===== src/rtl/layer_mac_scheduler.sv =====
// Layer controller: walks every (neuron, input) pair through one shared MAC/bias-add datapath,
// handshakes each operation, strobes activated results out and answers the layer req/ack.
module layer_mac_scheduler #(
    parameter int unsigned N_IN      = 2,
    parameter int unsigned N_OUT     = 2,
    parameter int unsigned TO_CYCLES = 15,
    parameter int unsigned IW        = $clog2((N_IN > 2) ? N_IN : 2),
    parameter int unsigned NW        = $clog2((N_OUT > 2) ? N_OUT : 2),
    parameter int unsigned AW        = $clog2((N_IN * N_OUT > 2) ? N_IN * N_OUT : 2)
) (
    input  logic          clk,
    input  logic          rst,
    input  logic          req,
    output logic          ack_layer,
    output logic          err,
    output logic [IW-1:0] in_idx,
    output logic [NW-1:0] neu_idx,
    output logic [AW-1:0] w_addr,
    output logic [NW-1:0] b_addr,
    output logic          acc_clr,
    output logic          mac_req,
    input  logic          mac_ack,
    output logic          add_req,
    input  logic          add_ack,
    output logic          out_we,
    output logic [NW-1:0] out_idx
);
    localparam int unsigned TW = $clog2(TO_CYCLES);
    localparam logic [IW-1:0] InLast   = IW'(N_IN - 1);
    localparam logic [NW-1:0] NeuLast  = NW'(N_OUT - 1);
    localparam logic [TW-1:0] WaitLast = TW'(TO_CYCLES - 1);

    typedef enum logic [2:0] {
        StIdle, StClr, StAddr, StMac, StBias, StWrite, StDone, StErr
    } state_e;

    state_e        state_q, state_d;
    logic [IW-1:0] in_q, in_d;
    logic [NW-1:0] neu_q, neu_d;
    logic [TW-1:0] wait_q, wait_d;
    logic          err_q, err_d;
    logic [AW-1:0] w_addr_q, w_addr_d;
    logic          ack_layer_q, ack_layer_d;
    logic          acc_clr_q, acc_clr_d;
    logic          mac_req_q, mac_req_d;
    logic          add_req_q, add_req_d;
    logic          out_we_q, out_we_d;

    always_comb begin
        state_d = state_q;
        in_d    = in_q;
        neu_d   = neu_q;
        wait_d  = wait_q;
        err_d   = err_q;
        unique case (state_q)
            StIdle: begin
                if (req) begin
                    err_d   = 1'b0;
                    neu_d   = '0;
                    in_d    = '0;
                    state_d = StClr;
                end
            end
            StClr: begin
                in_d    = '0;
                state_d = StAddr;
            end
            StAddr: begin
                wait_d  = '0;
                state_d = StMac;
            end
            StMac: begin
                // An ack arriving on the expiry cycle still completes the operation.
                if (mac_ack) begin
                    if (in_q == InLast) begin
                        wait_d  = '0;
                        state_d = StBias;
                    end else begin
                        in_d    = in_q + 1'b1;
                        state_d = StAddr;
                    end
                end else if (wait_q == WaitLast) begin
                    err_d   = 1'b1;
                    state_d = StErr;
                end else begin
                    wait_d = wait_q + 1'b1;
                end
            end
            StBias: begin
                if (add_ack) begin
                    state_d = StWrite;
                end else if (wait_q == WaitLast) begin
                    err_d   = 1'b1;
                    state_d = StErr;
                end else begin
                    wait_d = wait_q + 1'b1;
                end
            end
            StWrite: begin
                if (neu_q == NeuLast) begin
                    state_d = StDone;
                end else begin
                    neu_d   = neu_q + 1'b1;
                    state_d = StClr;
                end
            end
            StDone, StErr: begin
                if (!req) state_d = StIdle;
            end
            default: state_d = StIdle;
        endcase

        // Outputs are registered from the next state so they line up with it.
        acc_clr_d   = (state_d == StClr);
        mac_req_d   = (state_d == StMac);
        add_req_d   = (state_d == StBias);
        out_we_d    = (state_d == StWrite);
        ack_layer_d = (state_d == StDone) || (state_d == StErr);
        w_addr_d    = AW'(neu_d) * AW'(N_IN) + AW'(in_d);
    end

    always_ff @(posedge clk) begin
        if (rst) begin
            state_q     <= StIdle;
            in_q        <= '0;
            neu_q       <= '0;
            wait_q      <= '0;
            err_q       <= 1'b0;
            w_addr_q    <= '0;
            ack_layer_q <= 1'b0;
            acc_clr_q   <= 1'b0;
            mac_req_q   <= 1'b0;
            add_req_q   <= 1'b0;
            out_we_q    <= 1'b0;
        end else begin
            state_q     <= state_d;
            in_q        <= in_d;
            neu_q       <= neu_d;
            wait_q      <= wait_d;
            err_q       <= err_d;
            w_addr_q    <= w_addr_d;
            ack_layer_q <= ack_layer_d;
            acc_clr_q   <= acc_clr_d;
            mac_req_q   <= mac_req_d;
            add_req_q   <= add_req_d;
            out_we_q    <= out_we_d;
        end
    end

    assign ack_layer = ack_layer_q;
    assign err       = err_q;
    assign in_idx    = in_q;
    assign neu_idx   = neu_q;
    assign w_addr    = w_addr_q;
    assign b_addr    = neu_q;
    assign acc_clr   = acc_clr_q;
    assign mac_req   = mac_req_q;
    assign add_req   = add_req_q;
    assign out_we    = out_we_q;
    assign out_idx   = neu_q;

endmodule


===== config.mk =====
export PLATFORM = sky130hd
export DESIGN_NAME = layer_mac_scheduler
export DESIGN_NICKNAME = d
export VERILOG_FILES = /design/src/rtl/layer_mac_scheduler.sv
export SDC_FILE = /design/constraint.sdc
export NUM_CORES = 1
export LEC_CHECK = 0
export BUFFER_PORTS_ARGS = -buffer_cell sky130_fd_sc_hd__buf_2
export CORE_ASPECT_RATIO = 1.25
export CORE_MARGIN = 3
export CORE_UTILIZATION = 40
export CTS_BUF_LIST = sky130_fd_sc_hd__clkbuf_8
export CTS_CLUSTER_DIAMETER = 80
export CTS_CLUSTER_SIZE = 16
export DETAILED_ROUTE_END_ITERATION = 16
export GPL_TIMING_DRIVEN = 1
export PLACE_DENSITY = 0.58
export SLEW_MARGIN = 0
export SYNTH_ARGS = -nofsm -noshare
export SYNTH_HDL_FRONTEND = slang
export SYNTH_SLANG_ARGS = --single-unit

===== constraint.sdc =====
create_clock -name clk -period 3 [get_ports clk]
set_input_delay 0.6 -clock clk [delete_from_list [all_inputs] [get_ports clk]]
set_output_delay 0.6 -clock clk [all_outputs]
set_load 0.01 [all_outputs]

==> results of run 1 <==
==> logic make-up after synthesis <==
group	Yosys count	synth area share
flops	15	0.349
buf+inv	17	0.109
simple gates	40	0.292
fa+ha+maj	2	0.0291
compound gates	25	0.209
mux	1	0.0116
==> cell type report <==
cell class | instances | area (um2) | area share
multi-input cells | 68 | 467 | 0.495
flip-flops and latches | 15 | 300 | 0.318
inverters | 7 | 26.3 | 0.0279
repair buffers | 16 | 80.1 | 0.0849
clock buffers | 3 | 41.3 | 0.0438
well taps | 20 | 25.0 | 0.0265
clock inverters | 1 | 3.75 | 0.00398
==> path summary, 6_finish.rpt <==
kind                   start         to  slack, ns
hold reg to reg    wait_q[2]  wait_q[2]       0.51
setup reg to reg  state_q[2]    mac_req       1.07
hold / removal     wait_q[2]  wait_q[2]       0.51
setup / recovery  state_q[2]    mac_req       1.07
==> report_power, final <==
group | internal (mW) | switching, mW | leakage, nW
Sequential | 0.208 | 0.0153 | 0.122
Clock | 0.0906 | 0.0715 | 0.0269
Combinational | 0.0372 | 0.0471 | 0.270
==> critical path: stages, from the launching register on <==
cell,delay [ns]
dfxtp_1,0.68
nor4b_1,0.36
or2_1,0.28
a221oi_2,0.11
or2_1,0.25
nor3_1,0.16
==> layer usage <==
metal / track usage / vias up
met5: 0 / -
met1: 0.213 / 326
li1: - / 370
met4: 0.0711 / 0
met3: 0.0373 / 2
met2: 0.193 / 18
==> layout by cell type, fill, tap and decap left out, types with 3 or more instances in the layout <==
cell,synthesis,final
clkbuf_8,0,3
nor2b_1,6,6
nor3_1,5,5
dfxtp_1,15,15
o21ai_0,4,4
nand2_1,3,3
nand3b_1,3,3
nor2_1,8,8
inv_1,7,8
a21oi_1,8,8
nand2b_1,3,3
buf_2,3,16
==> through the flow <==
step	total power, mW	setup WS, ns	utilization	cell area, um2
final	0.469	1.07	0.471	943
after global placement	0.312	1.09	0.448	898
after global routing	0.498	0.850	0.471	943
after floorplan	0.293	1.23	-	861
after detailed placement	0.312	1.05	0.448	898
after CTS	0.474	1.07	0.471	943
==> flow_summary.json, run 1 <==
{
  "outcome": "finished, final reports clean",
  "fillers": 210,
  "synth.area.top_cells": "dfxtp_1, a21oi_1, buf_4, nor2b_1, nor2_1",
  "clock.fmax_mhz": 518,
  "synth_top_area_cell": "dfxtp_1",
  "max_cap_violations": 0,
  "start_util": 0.429,
  "finalHoldViolations": 0,
  "cts_inserted_buffers": 3,
  "core_mm2": 0.00200,
  "syn_avg_cell_area_um2": 8.61,
  "clk_path_buf_depth": 2,
  "yosys.area.top_type_share": 0.349,
  "die_area_mm2": 0.00275,
  "die_h_um": 57.9,
  "ir_drop_mv": 0.348,
  "slew_headroom": 0.618,
  "final_cells": 130,
  "path_class": "reg2reg",
  "cts.sinks": 15,
  "syn_to_final_growth_pct": 9.59,
  "grt_first_pass_wirelength_mm": 2.83,
  "routedWlPerCell_um": 13.1,
  "maxSlewViolCount": 0,
  "clock_skew_ns": 0.00753,
  "wl_met3_um": 62,
  "first_iter_violations": 22,
  "synth_cell_type_count": 36,
  "gr-usage-all-layers": 0.146,
  "endpoint_kind": "flop",
  "cts_root_buffer": "clkbuf_8",
  "holdWs_ns": 0.508,
  "grt_pass1_vias": 608,
  "setup_violations": 0,
  "via_per_inst": 5.51,
  "rsz0062_at_grt": "false",
  "ys_warn_count": 0,
  "antenna_found_initial": 0,
  "rr_worst_depth": 5,
  "gp_congestion": 0.790,
  "syn_inst": 100,
  "die_x_um": 47.5,
  "totalWireLength_mm": 1.70,
  "holdPathStages": 2,
  "cp.arrival_ns": 2.09,
  "layout-drive-gt1-share": 0.227,
  "drtPass1Iterations": 5,
  "hold_path.class": "reg2reg",
  "htreeDepth": 1,
  "diodes": 0,
  "dp_cells": 126,
  "highest_layer": "met4",
  "synth_seq_cells": 15,
  "finalCritPeriodShare": 0.644,
  "fin_setup_tns_ns": 0,
  "overflow": 0,
  "ant_nets": 0,
  "boundaryPins": 17,
  "met2_length_um": 786,
  "clkTransAtPathRegs_ns": 0.07,
  "worstPathRequired_ns": 3.16,
  "powerDensity_mw_per_mm2": 498,
  "hpwl_mm": 1.22,
  "row_count": 18,
  "cts_resized": 0,
  "wl_met1_um": 832,
  "path_max_fanout": 16,
  "post_cts_buffers": 0,
  "synth_common_cells": "dfxtp_1, a21oi_1, nor2_1",
  "fin_nets": 118,
  "yosysMostFrequentCell": "dfxtp_1",
  "dr_total_vias": 716,
  "synth-edff-count": 0,
  "startpoint_type": "flop",
  "cts_tree": "yes",
  "ctsHoldBuffers": 0,
  "worst_slew_pin_slew_ns": 0.572,
  "ys_seq_area_frac": 0.349,
  "synthArstFlopShare": 0,
  "netlist_area_um2": 861,
  "p_leak_nw": 0.418,
  "remaining_drc_errors": 0,
  "worst_skew_pair.late_latency_ns": 0.25,
  "ys_dominant_reg_cell": "dfxtp_1",
  "fin_crit_ns": 1.93,
  "io_buffers": 16,
  "synth_fp_nets": 107,
  "grt_max_degree": 17
}
No activity file was read; power rests on OpenSTA's default activity.
==> run 2: changes to the inputs <==
- ABC_AREA: unset -> 1
- PLACE_DENSITY: 0.58 -> 0.59
- clock period: 3 -> 1.9 ns (I/O delays scaled with it)
==> run 2 against run 1 <==
  * Count of clock-buffer cells in the layout is the same
  * Fmax grew 36%
  * Non-clock buffer count is the same
  * Combinational power grew 33%
  * Critical endpoint unchanged
  * Cell area shrank 4.2%
  * Largest cell class unchanged
  * Register-to-register slack lost 0.58 ns
  * Sequential power grew 53%
  * Cell count grew 20%
  * Setup slack lost 0.58 ns
  * Clock power grew 64%
  * Die area shrank 6.6%
  * Critical path type unchanged
==> flow_summary.json, run 2 <==
{
  "row_count": 17,
  "start_util": 0.436,
  "cts.sinks": 15,
  "synth-edff-count": 0,
  "antenna_found_initial": 0,
  "setup_slack_ns": 0.484,
  "grt_max_degree": 11,
  "overflow": 0,
  "path_buf_inv": 1,
  "rsz0062_at_grt": "false",
  "io_buffers": 16,
  "synth_seq_cells": 15,
  "clk_path_buf_depth": 2,
  "routedWlPerCell_um": 11.0,
  "clock.fmax_mhz": 706,
  "worstPathRequired_ns": 2.09,
  "drtPass1Iterations": 4,
  "finalHoldViolations": 0,
  "cts_root_buffer": "clkbuf_8",
  "fin_setup_tns_ns": 0,
  "first_iter_violations": 8,
  "syn_avg_cell_area_um2": 6.53,
  "remaining_drc_errors": 0,
  "die_h_um": 55.9,
  "synth_common_cells": "nand2_1, nor2_1, inv_1",
  "cts_resized": 0,
  "die_x_um": 45.9,
  "path_cells": "inv_1 > ha_1 > nand3_1 > nand2_1 > nand3_1 > nand2_1 > nor2_1 > nand3_1 > nor2_1",
  "path_common_cell": "nand3_1",
  "netlist_area_um2": 797,
  "clkTransAtPathRegs_ns": 0.07,
  "holdWs_ns": 0.382,
  "yosysMostFrequentCell": "nand2_1",
  "endpoint_kind": "flop",
  "hold_path.class": "in2reg",
  "cts_tree": "yes",
  "path_max_fanout": 6,
  "finalInstanceArea_um2": 903,
  "setup_violations": 0,
  "synth.area.top_cells": "dfxtp_1, nand2_1, nor2_1, inv_1, nand3_1",
  "die_area_mm2": 0.00257,
  "startpoint_type": "flop",
  "slowest_delay_ns": 0.35,
  "dp_cells": 152,
  "worst_slew_pin_slew_ns": 0.346,
  "post_dp_cell_area_um2": 857,
  "syn_inst": 122,
  "post_cts_buffers": 0,
  "synth_top_area_cell": "dfxtp_1",
  "synth_fp_nets": 129,
  "cts_inserted_buffers": 3,
  "worst_skew_pair.late_latency_ns": 0.25,
  "syn_to_final_growth_pct": 13.3,
  "ys_seq_area_frac": 0.377,
  "boundaryPins": 17,
  "totalWireLength_mm": 1.72,
  "grt_first_pass_wirelength_mm": 2.93,
  "powerDensity_mw_per_mm2": 797,
  "layout-drive-gt1-share": 0.182,
  "ys_dominant_reg_cell": "dfxtp_1",
  "dp_slack_ns": 0.491,
  "fin_crit_ns": 1.42,
  "htreeDepth": 1,
  "cp.arrival_ns": 1.61,
  "synth_cell_type_count": 17,
  "maxSlewViolCount": 0,
  "final_common_cell": "nand2_1",
  "grt_pass1_vias": 762,
  "crit_slowest_cell": "dfxtp_1",
  "outcome": "finished, final reports clean",
  "final_cells": 156,
  "ctsHoldBuffers": 0,
  "via_per_inst": 5.09,
  "dr_total_vias": 794,
  "core_mm2": 0.00183,
  "ant_nets": 0,
  "gp_congestion": 0.916,
  "final_cell_mix": "nand2_1, nor2_1, inv_1, buf_2, dfxtp_1",
  "path_class": "reg2reg",
  "p_leak_nw": 0.506,
  "yosys.area.top_type_share": 0.377,
  "cp_top_family": "simple AND/OR/NAND/NOR gates",
  "max_cap_violations": 0,
  "finalCritPeriodShare": 0.745,
  "fin_util": 0.494,
  "ys_warn_count": 0,
  "gr-usage-all-layers": 0.154,
  "ir_drop_mv": 0.547,
  "synthArstFlopShare": 0,
  "diodes": 0,
  "slew_headroom": 0.769,
  "hpwl_mm": 1.38,
  "fin_nets": 145,
  "finalPower_uw": 720,
  "clock_skew_ns": 0.00533,
  "fillers": 206
}
==> run 2: where the power goes <==
part / switching (mW) / total (mW) / internal [mW]
logic: 0.0755 / 0.112 / 0.0369
registers: 0.0129 / 0.342 / 0.329
clock network: 0.120 / 0.266 / 0.146
total: 0.209 / 0.720 / 0.512
==> run 2: cell families (layout without fill, tap and decap cells) <==
kind of cell / count (synthesis) / in the layout / share of synthesized area
AO/OA/AOI/OAI: 13 / 13 / 0.0832
XOR/XNOR: 1 / 1 / 0.0110
adder cells (fa/ha/maj): 2 / 2 / 0.0314
buffers and inverters: 23 / 38 / 0.140
flip-flops: 15 / 15 / 0.377
AND/OR/NAND/NOR: 68 / 68 / 0.358
==> run 2: worst paths after layout <==
kind                   from         to  slack (ns)  cells past startpoint
hold / removal          rst  wait_q[1]        0.38                      2
setup / recovery  wait_q[0]    mac_req        0.48                      9
setup reg to reg  wait_q[0]    mac_req        0.48                      9
hold reg to reg         err        err        0.45                      2
==> run 2: layout make-up <==
class	instances	area [um2]	area share
Clock buffer	3	41.3	0.0457
Clock inverter	1	5.00	0.00554
Inverter	18	67.6	0.0748
Multi-Input combinational cell	84	385	0.427
Sequential cell	15	300	0.332
Tap cell	19	23.8	0.0263
Timing Repair Buffer	16	80.1	0.0886
==> run 2: worst reg2reg max path, delay by kind of cell (launching register included) <==
family,cells,cell delay (ns)
and+or+nand+nor,7,0.74
adders and majority gates,1,0.19
buffers and inverters,1,0.08
DFF,1,0.35
==> run 2: metal layers <==
layer,global-route usage,routed length (um),share of wire
met5,0,0,0
met2,0.262,924,0.54
met1,0.159,693,0.40
met3,0.0421,74,0.043
met4,0.0854,25,0.015
